## config.mk

```make
export PLATFORM = sky130hd
export DESIGN_NAME = game_ctrl
export DESIGN_NICKNAME = d
export VERILOG_FILES = /design/src/rtl/game_ctrl.sv
export SDC_FILE = /design/constraint.sdc
export NUM_CORES = 1
export LEC_CHECK = 0
export CAP_MARGIN = 20
export CORE_UTILIZATION = 31
export DETAILED_ROUTE_END_ITERATION = 10
export REMOVE_ABC_BUFFERS = 1
export SYNTH_ARGS = -nofsm -noshare
export SYNTH_HDL_FRONTEND = slang
export SYNTH_SLANG_ARGS = --single-unit
```

## constraint.sdc

```tcl
create_clock -name pclk -period 3.8 [get_ports pclk]
set_clock_uncertainty 0.15 [all_clocks]
set_input_delay 0.57 -clock pclk [delete_from_list [all_inputs] [get_ports pclk]]
set_output_delay 0.57 -clock pclk [all_outputs]
set_load 0.01 [all_outputs]
```

## src/rtl/game_ctrl.sv

```systemverilog
// Game-flow controller: tracks state, level and lives, and checks enemy missiles against the ship once per frame.
// Latency: a missile compare is registered one cycle, then acted on at the next frame tick; all outputs are registered.
// Backpressure: none; every input is sampled each pclk cycle and level_done pulses are latched until consumed.
//
// Ports:
//   pclk, rst            pixel clock and synchronous active-high reset
//   vsync_in             frame timing; rising edge = frame tick
//   start_button         raw asynchronous button; synchronised, then edge-detected
//   level_done           one-cycle pulse from the enemies stage
//   ship_x, ship_y       ship hitbox top-left corner
//   en_x/y_missile       packed missile coordinates, channel k at [11k+10:11k]
//   level_out, lives_out current level (1..MAX_LEVEL) and remaining lives
//   state_out            IDLE=0 PLAY=1 HIT=2 LEVEL_UP=3 GAME_OVER=4 WIN=5
//   freeze_out           1 = movement and firing halted
//   ship_hit             one-cycle pulse on each registered hit
// Build option: define GAME_CTRL_GODMODE_EN so that hits still flash (HIT) but never cost a life.
module game_ctrl #(
    parameter int N_MISSILES    = 3,
    parameter int MAX_LEVEL     = 4,
    parameter int LIVES         = 3,
    parameter int SHIP_W        = 64,
    parameter int SHIP_H        = 48,
    parameter int INVULN_FRAMES = 60,
    parameter int PAUSE_FRAMES  = 90,
    parameter int SCREEN_H      = 768
) (
    input  logic                    pclk,
    input  logic                    rst,
    input  logic                    vsync_in,
    input  logic                    start_button,
    input  logic                    level_done,
    input  logic [10:0]             ship_x,
    input  logic [10:0]             ship_y,
    input  logic [11*N_MISSILES-1:0] en_x_missile,
    input  logic [11*N_MISSILES-1:0] en_y_missile,
    output logic [3:0]              level_out,
    output logic [3:0]              lives_out,
    output logic [2:0]              state_out,
    output logic                    freeze_out,
    output logic                    ship_hit
);

    typedef enum logic [2:0] {
        ST_IDLE      = 3'd0,
        ST_PLAY      = 3'd1,
        ST_HIT       = 3'd2,
        ST_LEVEL_UP  = 3'd3,
        ST_GAME_OVER = 3'd4,
        ST_WIN       = 3'd5
    } state_t;

    localparam int CNT_MAX = (INVULN_FRAMES > PAUSE_FRAMES) ? INVULN_FRAMES : PAUSE_FRAMES;
    localparam int CNT_W   = (CNT_MAX > 1) ? $clog2(CNT_MAX) : 1;

    localparam logic [CNT_W-1:0] INVULN_LAST = CNT_W'(INVULN_FRAMES - 1);
    localparam logic [CNT_W-1:0] PAUSE_LAST  = CNT_W'(PAUSE_FRAMES - 1);
    localparam logic [3:0]       LEVEL_MAX   = 4'(MAX_LEVEL);
    localparam logic [3:0]       LIVES_INIT  = 4'(LIVES);
    localparam logic [11:0]      SHIP_W_M1   = 12'(SHIP_W - 1);
    localparam logic [11:0]      SHIP_H_M1   = 12'(SHIP_H - 1);
    localparam logic [11:0]      Y_LIMIT     = 12'(SCREEN_H);

    state_t           state, state_nxt;
    logic [3:0]       level_nxt, lives_nxt;
    logic [CNT_W-1:0] frame_cnt, cnt_nxt;
    logic             done_pend, done_nxt;
    logic             hit_nxt, freeze_nxt;

    logic             start_s1, start_s2, start_s3;
    logic             vsync_q;
    logic             start_edge, frame_tick;
    logic             hit_any_q, hit_any_c;

    // Bounds are 12 bits wide so ship_x + SHIP_W - 1 cannot wrap at the screen edge.
    logic [11:0]      x_lo, x_hi, y_lo, y_hi, mx, my;

    assign x_lo = {1'b0, ship_x};
    assign y_lo = {1'b0, ship_y};
    assign x_hi = x_lo + SHIP_W_M1;
    assign y_hi = y_lo + SHIP_H_M1;

    assign start_edge = start_s2 & ~start_s3;
    assign frame_tick = vsync_in & ~vsync_q;
    assign state_out  = state;

    always_comb begin
        hit_any_c = 1'b0;
        mx        = '0;
        my        = '0;
        for (int k = 0; k < N_MISSILES; k++) begin
            mx = {1'b0, en_x_missile[11*k +: 11]};
            my = {1'b0, en_y_missile[11*k +: 11]};
            // y at or below the screen bottom marks a parked (inactive) channel.
            if ((my < Y_LIMIT) && (mx >= x_lo) && (mx <= x_hi) &&
                (my >= y_lo) && (my <= y_hi)) begin
                hit_any_c = 1'b1;
            end
        end
    end

    always_comb begin
        state_nxt = state;
        level_nxt = level_out;
        lives_nxt = lives_out;
        cnt_nxt   = frame_cnt;
        done_nxt  = done_pend;
        hit_nxt   = 1'b0;
        case (state)
            ST_IDLE: begin
                if (start_edge) state_nxt = ST_PLAY;
            end
            ST_PLAY: begin
                done_nxt = done_pend | level_done;
                if (frame_tick) begin
                    if (hit_any_q) begin
                        hit_nxt = 1'b1;
`ifdef GAME_CTRL_GODMODE_EN
                        cnt_nxt   = '0;
                        state_nxt = ST_HIT;
`else
                        if (lives_out <= 4'd1) begin
                            lives_nxt = 4'd0;
                            done_nxt  = 1'b0;
                            state_nxt = ST_GAME_OVER;
                        end else begin
                            lives_nxt = lives_out - 4'd1;
                            cnt_nxt   = '0;
                            state_nxt = ST_HIT;
                        end
`endif
                    end else if (done_pend) begin
                        // A fresh level_done arriving in this very cycle stays pending.
                        done_nxt = level_done;
                        if (level_out >= LEVEL_MAX) begin
                            state_nxt = ST_WIN;
                        end else begin
                            cnt_nxt   = '0;
                            state_nxt = ST_LEVEL_UP;
                        end
                    end
                end
            end
            ST_HIT: begin
                done_nxt = done_pend | level_done;
                if (frame_tick) begin
                    if (frame_cnt == INVULN_LAST) state_nxt = ST_PLAY;
                    else                          cnt_nxt   = frame_cnt + 1'b1;
                end
            end
            ST_LEVEL_UP: begin
                if (frame_tick) begin
                    if (frame_cnt == PAUSE_LAST) begin
                        if (level_out < LEVEL_MAX) level_nxt = level_out + 4'd1;
                        state_nxt = ST_PLAY;
                    end else begin
                        cnt_nxt = frame_cnt + 1'b1;
                    end
                end
            end
            ST_GAME_OVER, ST_WIN: begin
                if (start_edge) begin
                    level_nxt = 4'd1;
                    lives_nxt = LIVES_INIT;
                    done_nxt  = 1'b0;
                    state_nxt = ST_PLAY;
                end
            end
            default: state_nxt = ST_IDLE;
        endcase
        freeze_nxt = !((state_nxt == ST_PLAY) || (state_nxt == ST_HIT));
    end

    always_ff @(posedge pclk) begin
        if (rst) begin
            start_s1   <= 1'b0;
            start_s2   <= 1'b0;
            start_s3   <= 1'b0;
            vsync_q    <= 1'b0;
            hit_any_q  <= 1'b0;
            state      <= ST_IDLE;
            level_out  <= 4'd1;
            lives_out  <= LIVES_INIT;
            frame_cnt  <= '0;
            done_pend  <= 1'b0;
            ship_hit   <= 1'b0;
            freeze_out <= 1'b1;
        end else begin
            start_s1   <= start_button;
            start_s2   <= start_s1;
            start_s3   <= start_s2;
            vsync_q    <= vsync_in;
            hit_any_q  <= hit_any_c;
            state      <= state_nxt;
            level_out  <= level_nxt;
            lives_out  <= lives_nxt;
            frame_cnt  <= cnt_nxt;
            done_pend  <= done_nxt;
            ship_hit   <= hit_nxt;
            freeze_out <= freeze_nxt;
        end
    end

endmodule

```

---- Word level (Yosys, flattened, before mapping) ----
Cells that the tools add are included.
storage, ports and cells
  flip-flop bits (word level) ............. 26
  latch bits .............................. 0
  bits in writable memories ............... 0
  ROM bits ................................ 0
  input bits .............................. 93
  output and inout bits ................... 13
  logic and storage cells ................. 130
  memories kept ........................... 0
operators by class
  add/subtract/negate cells ............... 5
  multiply operators ...................... 0
  divide/modulo/power cells ............... 0
  order comparisons ....................... 18
  eq/ne operators ......................... 21
  shift-type cells ........................ 0
  mux-type cells .......................... 41
  bitwise operators ....................... 7
  reduce and logical (&&, ||, !) cells .... 26
operator list
  operator                 number
  $le A11 B12 Y1           6
  $ge A11 B11 Y1           6
  $mux W7                  9
  $lt A11 B10 Y1 const B   3
  $mux W4                  8
  $mux W3                  10
  $add A11 B6 Y12 const B  2
  $pmux W7 S3              1
  $ne A2 B2 Y1 const B     9
  $pmux W4 S2              2
  $logic_and A1 B1 Y1      12
  $pmux W3 S4              1
  $eq A3 B2 Y1 const B     3
  $mux W1                  9
  $ne A3 B3 Y1 const B     3
  $reduce_and A9 Y1        1
  $add A7 B1 Y7 const B    1
  $eq A7 B6 Y1 const B     1
  $eq A7 B7 Y1 const B     1
  $eq A3 B1 Y1 const B     2
  $eq A3 B3 Y1 const B     2
  $reduce_bool A3 Y1       2
  $reduce_or A3 Y1         2
  $reduce_and A5 Y1        1
  16 further kinds         21

---- Logic depth before layout (Yosys ltp) ----
  word-level depth ........................ 9
  depth in mapped cells ................... 13
  gate-level depth less buffers ........... 13

---- Worst setup path before layout ----
Ideal clock, no wire load.
  path type ............................... input to register
  start point ............................. in ship_y[0]
  end point ............................... reg hit_any_q
  arrival ................................. 2.817 ns
  data required time ...................... 3.571 ns
  slack ................................... 0.754 ns
  cell stages on the path ................. 13
  path buffers ............................ 0
  cells stage by stage .................... inv_1 ha_1 nand3_1 a21oi_1 nor3_1 xnor2_1 ha_1 a21oi_1 a21boi_0 o31a_1 o311ai_0 o2111ai_1 o211ai_1
between the ends
  longest elaborated chain between the ends .. 6
RTL lines
  element                                                RTL line  RTL
  start, declared                                        33        input logic [10:0] ship_y,
  $add A11 B6 Y12 or $ge A11 B11 Y1 (tied branches)      80, 95
  $le A11 B12 Y1 or $logic_and A1 B1 Y1 (tied branches)  95, 94
  $logic_and A1 B1 Y1                                    95        (my >= y_lo) && (my <= y_hi)) begin
  $mux W1 (2 in series)                                  94        if ((my < Y_LIMIT) && (mx >= x_lo) && (mx <= x_hi) &&
  $mux W1 (*)                                            94
  end signal, assigned                                   192       hit_any_q <= hit_any_c;
  end, declared                                          72        logic hit_any_q, hit_any_c;
Mark *: on every way between the ends. The rest lies on a longest branch, timed or not.
A chain may end at the register's enable or synchronous reset.

---- Worst setup path after layout ----
  start point ............................. in ship_y[1]
  end point ............................... reg hit_any_q
The elaborated chain is that of the path after synthesis.

==> flow_metrics.env <==
export IMPL_cp_max_fo=3
export IMPL_busiest_layer="met2"
export IMPL_grt_max_degree=20
export IMPL_initial_core_util=0.321
export IMPL_ys_top_cells_by_area="sky130_fd_sc_hd__ha_1 (39%), sky130_fd_sc_hd__dfxtp_1 (12%), sky130_fd_sc_hd__a21oi_1 (5.3%), sky130_fd_sc_hd__xnor2_1 (4.1%), sky130_fd_sc_hd__o21ai_0 (3.6%)"
export IMPL_place_gp_congestion=0.914
export IMPL_fill_cells=1390
export IMPL_synth_top_area_cell="sky130_fd_sc_hd__ha_1"
export IMPL_power_static_leakage_nw=2.58
export IMPL_route_final_wire_length_um=13300
export IMPL_cts_tree="done"
export IMPL_synth_top_cells_by_count="sky130_fd_sc_hd__ha_1 (139), sky130_fd_sc_hd__a21oi_1 (48), sky130_fd_sc_hd__inv_1 (38)"
export IMPL_power_per_cell_area_nw_per_um2=192
export IMPL_vdd_ir_drop_worst_mv=0.149
export IMPL_dieWidth_um=123
export IMPL_fraction_of_layout_cells_with_a_size_suffix_above_1=0.0331
export IMPL_timing_critical_path_max_delay_family="simple AND/OR/NAND/NOR gates"
export IMPL_groute_layer_met2_usage=0.336
export IMPL_period_needed_ns=3.53
export IMPL_arrival_ns=3.56
export IMPL_stdcell_count=845
export IMPL_grt_met3_usage=0.0177
export IMPL_drtPass1Iterations=5
export IMPL_status="completed"
export IMPL_grt_first_pass_wirelength_um=21900
export IMPL_route_detailed_drc=0
export IMPL_via_count=4518
export IMPL_timing_critical_path_cells="clkdlybuf4s50_1 > inv_1 > ha_1 > nand3_1 > a21oi_1 > nor3_1 > xnor2_1 > buf_4 > ha_1 > or4_1 > a211oi_1 > o31a_1 > o2111ai_1 > o211ai_1"
export IMPL_cts_buffers=3
export IMPL_portBuffers=105
export IMPL_start_kind="primary input"
export IMPL_cts_repair_resized=0
export IMPL_die_height_um=123
export IMPL_detail_route_vias_per_cell=5.35
export IMPL_worst_r2r_endpoint="frame_cnt[5]$_SDFFE_PP0P_"
export IMPL_hold_path_class="flop to flop"
export IMPL_post_route_period_util=0.930
export IMPL_first_global_vias=4580
export IMPL_crit_required_ns=3.83
export IMPL_fin_setup_tns_ns=0
export IMPL_r2r_worst_path_cells=9
export IMPL_slew_violations=0
export IMPL_numPlacedInstances=840
export IMPL_maxSlewHeadroom=0.505
export IMPL_antenna_diode_count=0
export IMPL_crit_path_kind="primary input to flop"
export IMPL_worst_pin_slew_ns=0.723
export IMPL_flow_area_growth_from_synthesis_pct=31.5
export IMPL_cpPeakStageDelay_ns=0.54
export IMPL_crit_path_start="ship_y[1]"
export IMPL_fmax_mhz=283
export IMPL_cell_variety_after_synth=53
export IMPL_async_flop_share=0
export IMPL_seq_total_area_yosys=0.116
export IMPL_rsz0062_at_grt="false"
export IMPL_overflow=0
export IMPL_synth_top_cell_area_share=0.386
export IMPL_setup_worst_path_end_class="flop"
export IMPL_timing_critical_path_depth=14
export IMPL_postRouteAntennaNets=0
export IMPL_cts_sink_count=26
export IMPL_r2r_slack_ns=1.46
export IMPL_yosys_cell_count_top_type="sky130_fd_sc_hd__ha_1"
export IMPL_first_iter_violations=388
export IMPL_synth_ff_type="sky130_fd_sc_hd__dfxtp_1"
export IMPL_clk_root_buffer_cell="sky130_fd_sc_hd__clkbuf_16"
export IMPL_timing_critical_path_mode_cell="sky130_fd_sc_hd__ha_1"
export IMPL_synth_warning_count=0
export IMPL_timing_hold_violations_final=0
export IMPL_grt_antenna_before_repair=0
export IMPL_synth_avg_cell_area_um2=8.19
export IMPL_reg2reg_from="lives_out[0]$_SDFFE_PP1P_"
export IMPL_io_pin_count=106
export IMPL_ys_ff_latch=26
export IMPL_timing_final_setup_violations=0
export IMPL_synth_edf_count=0
export IMPL_cts_buffer_depth=2
export IMPL_core_um2=14000
export IMPL_layout_nets=898
export IMPL_synthCells=550
export IMPL_detailed_placement_hpwl_um=12000
export IMPL_clock_insertion_delay_worst_skew_ns=0.26
export IMPL_critical_path_slowest_cell="sky130_fd_sc_hd__or4_1"
export IMPL_total_global_routing_track_utilization=0.182
export IMPL_dpl_instance_area_um2=5830
export IMPL_routed_wire_length_per_instance_um=15.7
export IMPL_worstPathBufferInverterCount=3
export IMPL_critPathCapture="hit_any_q$_SDFF_PP0_"
export IMPL_drv_cap=0
export IMPL_std_cell_rows=43
export IMPL_synth_area_um2=4500
export IMPL_postLayoutCellArea_um2=5920
export IMPL_htreeDepth=1
export IMPL_fp_dieArea_um2=15000
export IMPL_path_clk_slew_ns=0.06
export IMPL_groute_layer_met1_usage=0.223
[per-stage QoR]
stage	hold slack, ns	setup slack (ns)	util	power, mW
floorplan	0.264	0.754	-	0.625
global placement	0.280	0.166	0.415	0.862
detailed placement	0.281	0.0154	0.415	0.881
CTS	0.297	0.276	0.421	1.14
global route	0.312	0.115	0.422	1.23
finish	0.289	0.267	0.422	1.14
[cells by family (layout without fill, tap and decap cells)]
| kind of cell | count (synthesis) | in the layout | share of synthesized area |
|---|---|---|---|
| flip-flops | 26 | 26 | 0.116 |
| adder cells (fa/ha/maj) | 139 | 139 | 0.386 |
| XOR/XNOR | 25 | 25 | 0.0486 |
| buffers and inverters | 43 | 158 | 0.0378 |
| AND/OR/NAND/NOR | 166 | 166 | 0.196 |
| AO/OA/AOI/OAI | 151 | 151 | 0.216 |
[state kept, by name, indices dropped and copies added (netlist names)]
| register | count |
|---|---|
| state_out | 3 |
| ship_hit | 1 |
| done_pend | 1 |
| start_s1 | 1 |
| frame_cnt | 7 |
| level_out | 4 |
| vsync_q | 1 |
| lives_out | 4 |
| freeze_out | 1 |
| hit_any_q | 1 |
| start_s2 | 1 |
| start_s3 | 1 |
[worst register-to-register path, cell delays in order, from the launching register on]
cell and delay (ns):
sky130_fd_sc_hd__dfxtp_1 0.43, sky130_fd_sc_hd__inv_1 0.07, sky130_fd_sc_hd__ha_1 0.23, sky130_fd_sc_hd__nor2_1 0.16
sky130_fd_sc_hd__o31ai_1 0.11, sky130_fd_sc_hd__a221o_2 0.46, sky130_fd_sc_hd__nor2_4 0.13, sky130_fd_sc_hd__nand3_2 0.10
sky130_fd_sc_hd__or3_1 0.31, sky130_fd_sc_hd__a21oi_1 0.13
[report_power, final]
| group | internal [mW] | switching, mW | total (mW) |
|---|---|---|---|
| Sequential | 0.281 | 0.00973 | 0.291 |
| Clock | 0.161 | 0.0957 | 0.257 |
| Combinational | 0.292 | 0.300 | 0.592 |
| Total | 0.734 | 0.405 | 1.14 |
[layout make-up]
cell class	count	area, um2	area share
Tap cell	180	225	0.0380
Sequential cell	26	520	0.0879
Timing Repair Buffer	116	1130	0.191
Inverter	38	143	0.0241
Multi-Input combinational cell	481	3810	0.644
Clock buffer	4	88.8	0.0150
[layout by cell type (no fill, tap or decap), types with 4 or more instances in the layout]
cell | netlist | routed
sky130_fd_sc_hd__nand3_1 | 21 | 21
sky130_fd_sc_hd__nand2b_1 | 14 | 14
sky130_fd_sc_hd__o211ai_1 | 9 | 9
sky130_fd_sc_hd__o2111ai_1 | 6 | 6
sky130_fd_sc_hd__dfxtp_1 | 26 | 26
sky130_fd_sc_hd__a2111oi_0 | 5 | 5
sky130_fd_sc_hd__buf_4 | 0 | 11
sky130_fd_sc_hd__a21oi_1 | 48 | 48
sky130_fd_sc_hd__nor2b_1 | 17 | 17
sky130_fd_sc_hd__a211oi_1 | 10 | 10
sky130_fd_sc_hd__o31ai_1 | 5 | 5
sky130_fd_sc_hd__nor3_1 | 19 | 19
sky130_fd_sc_hd__xnor2_1 | 21 | 21
sky130_fd_sc_hd__clkdlybuf4s50_1 | 0 | 105
sky130_fd_sc_hd__nor4_1 | 5 | 5
sky130_fd_sc_hd__nand4_1 | 19 | 19
sky130_fd_sc_hd__nand2_1 | 21 | 21
sky130_fd_sc_hd__ha_1 | 139 | 139
sky130_fd_sc_hd__a21o_1 | 9 | 9
sky130_fd_sc_hd__nor2_1 | 30 | 30
sky130_fd_sc_hd__o21ai_0 | 32 | 32
sky130_fd_sc_hd__inv_1 | 38 | 38
sky130_fd_sc_hd__o21a_1 | 4 | 4
sky130_fd_sc_hd__xor2_1 | 4 | 4
[metal layers]
layer / vias to the layer above / routed length, um
met5: - / 0
met4: 0 / 241
met2: 126 / 6560
met1: 2050 / 5990
li1: 2320 / -
met3: 22 / 493
[how the worst min path moves through the flow]
stage	slack, ns	to	from	cells after the start
floorplan	0.26	start_s2$_SDFF_PP0_	start_s1$_SDFF_PP0_	1
global placement	0.28	start_s2$_SDFF_PP0_	start_s1$_SDFF_PP0_	1
detailed placement	0.28	start_s2$_SDFF_PP0_	start_s1$_SDFF_PP0_	1
CTS	0.30	start_s2$_SDFF_PP0_	start_s1$_SDFF_PP0_	1
global route	0.31	start_s2$_SDFF_PP0_	start_s1$_SDFF_PP0_	1
finish	0.29	start_s2$_SDFF_PP0_	start_s1$_SDFF_PP0_	1
[timing repair]
item                       in CTS  in global routing
setup endpoints to repair       0                  1
hold buffers                    0                  0
setup buffers                   0                  1
(Power assumes the default switching activity.)
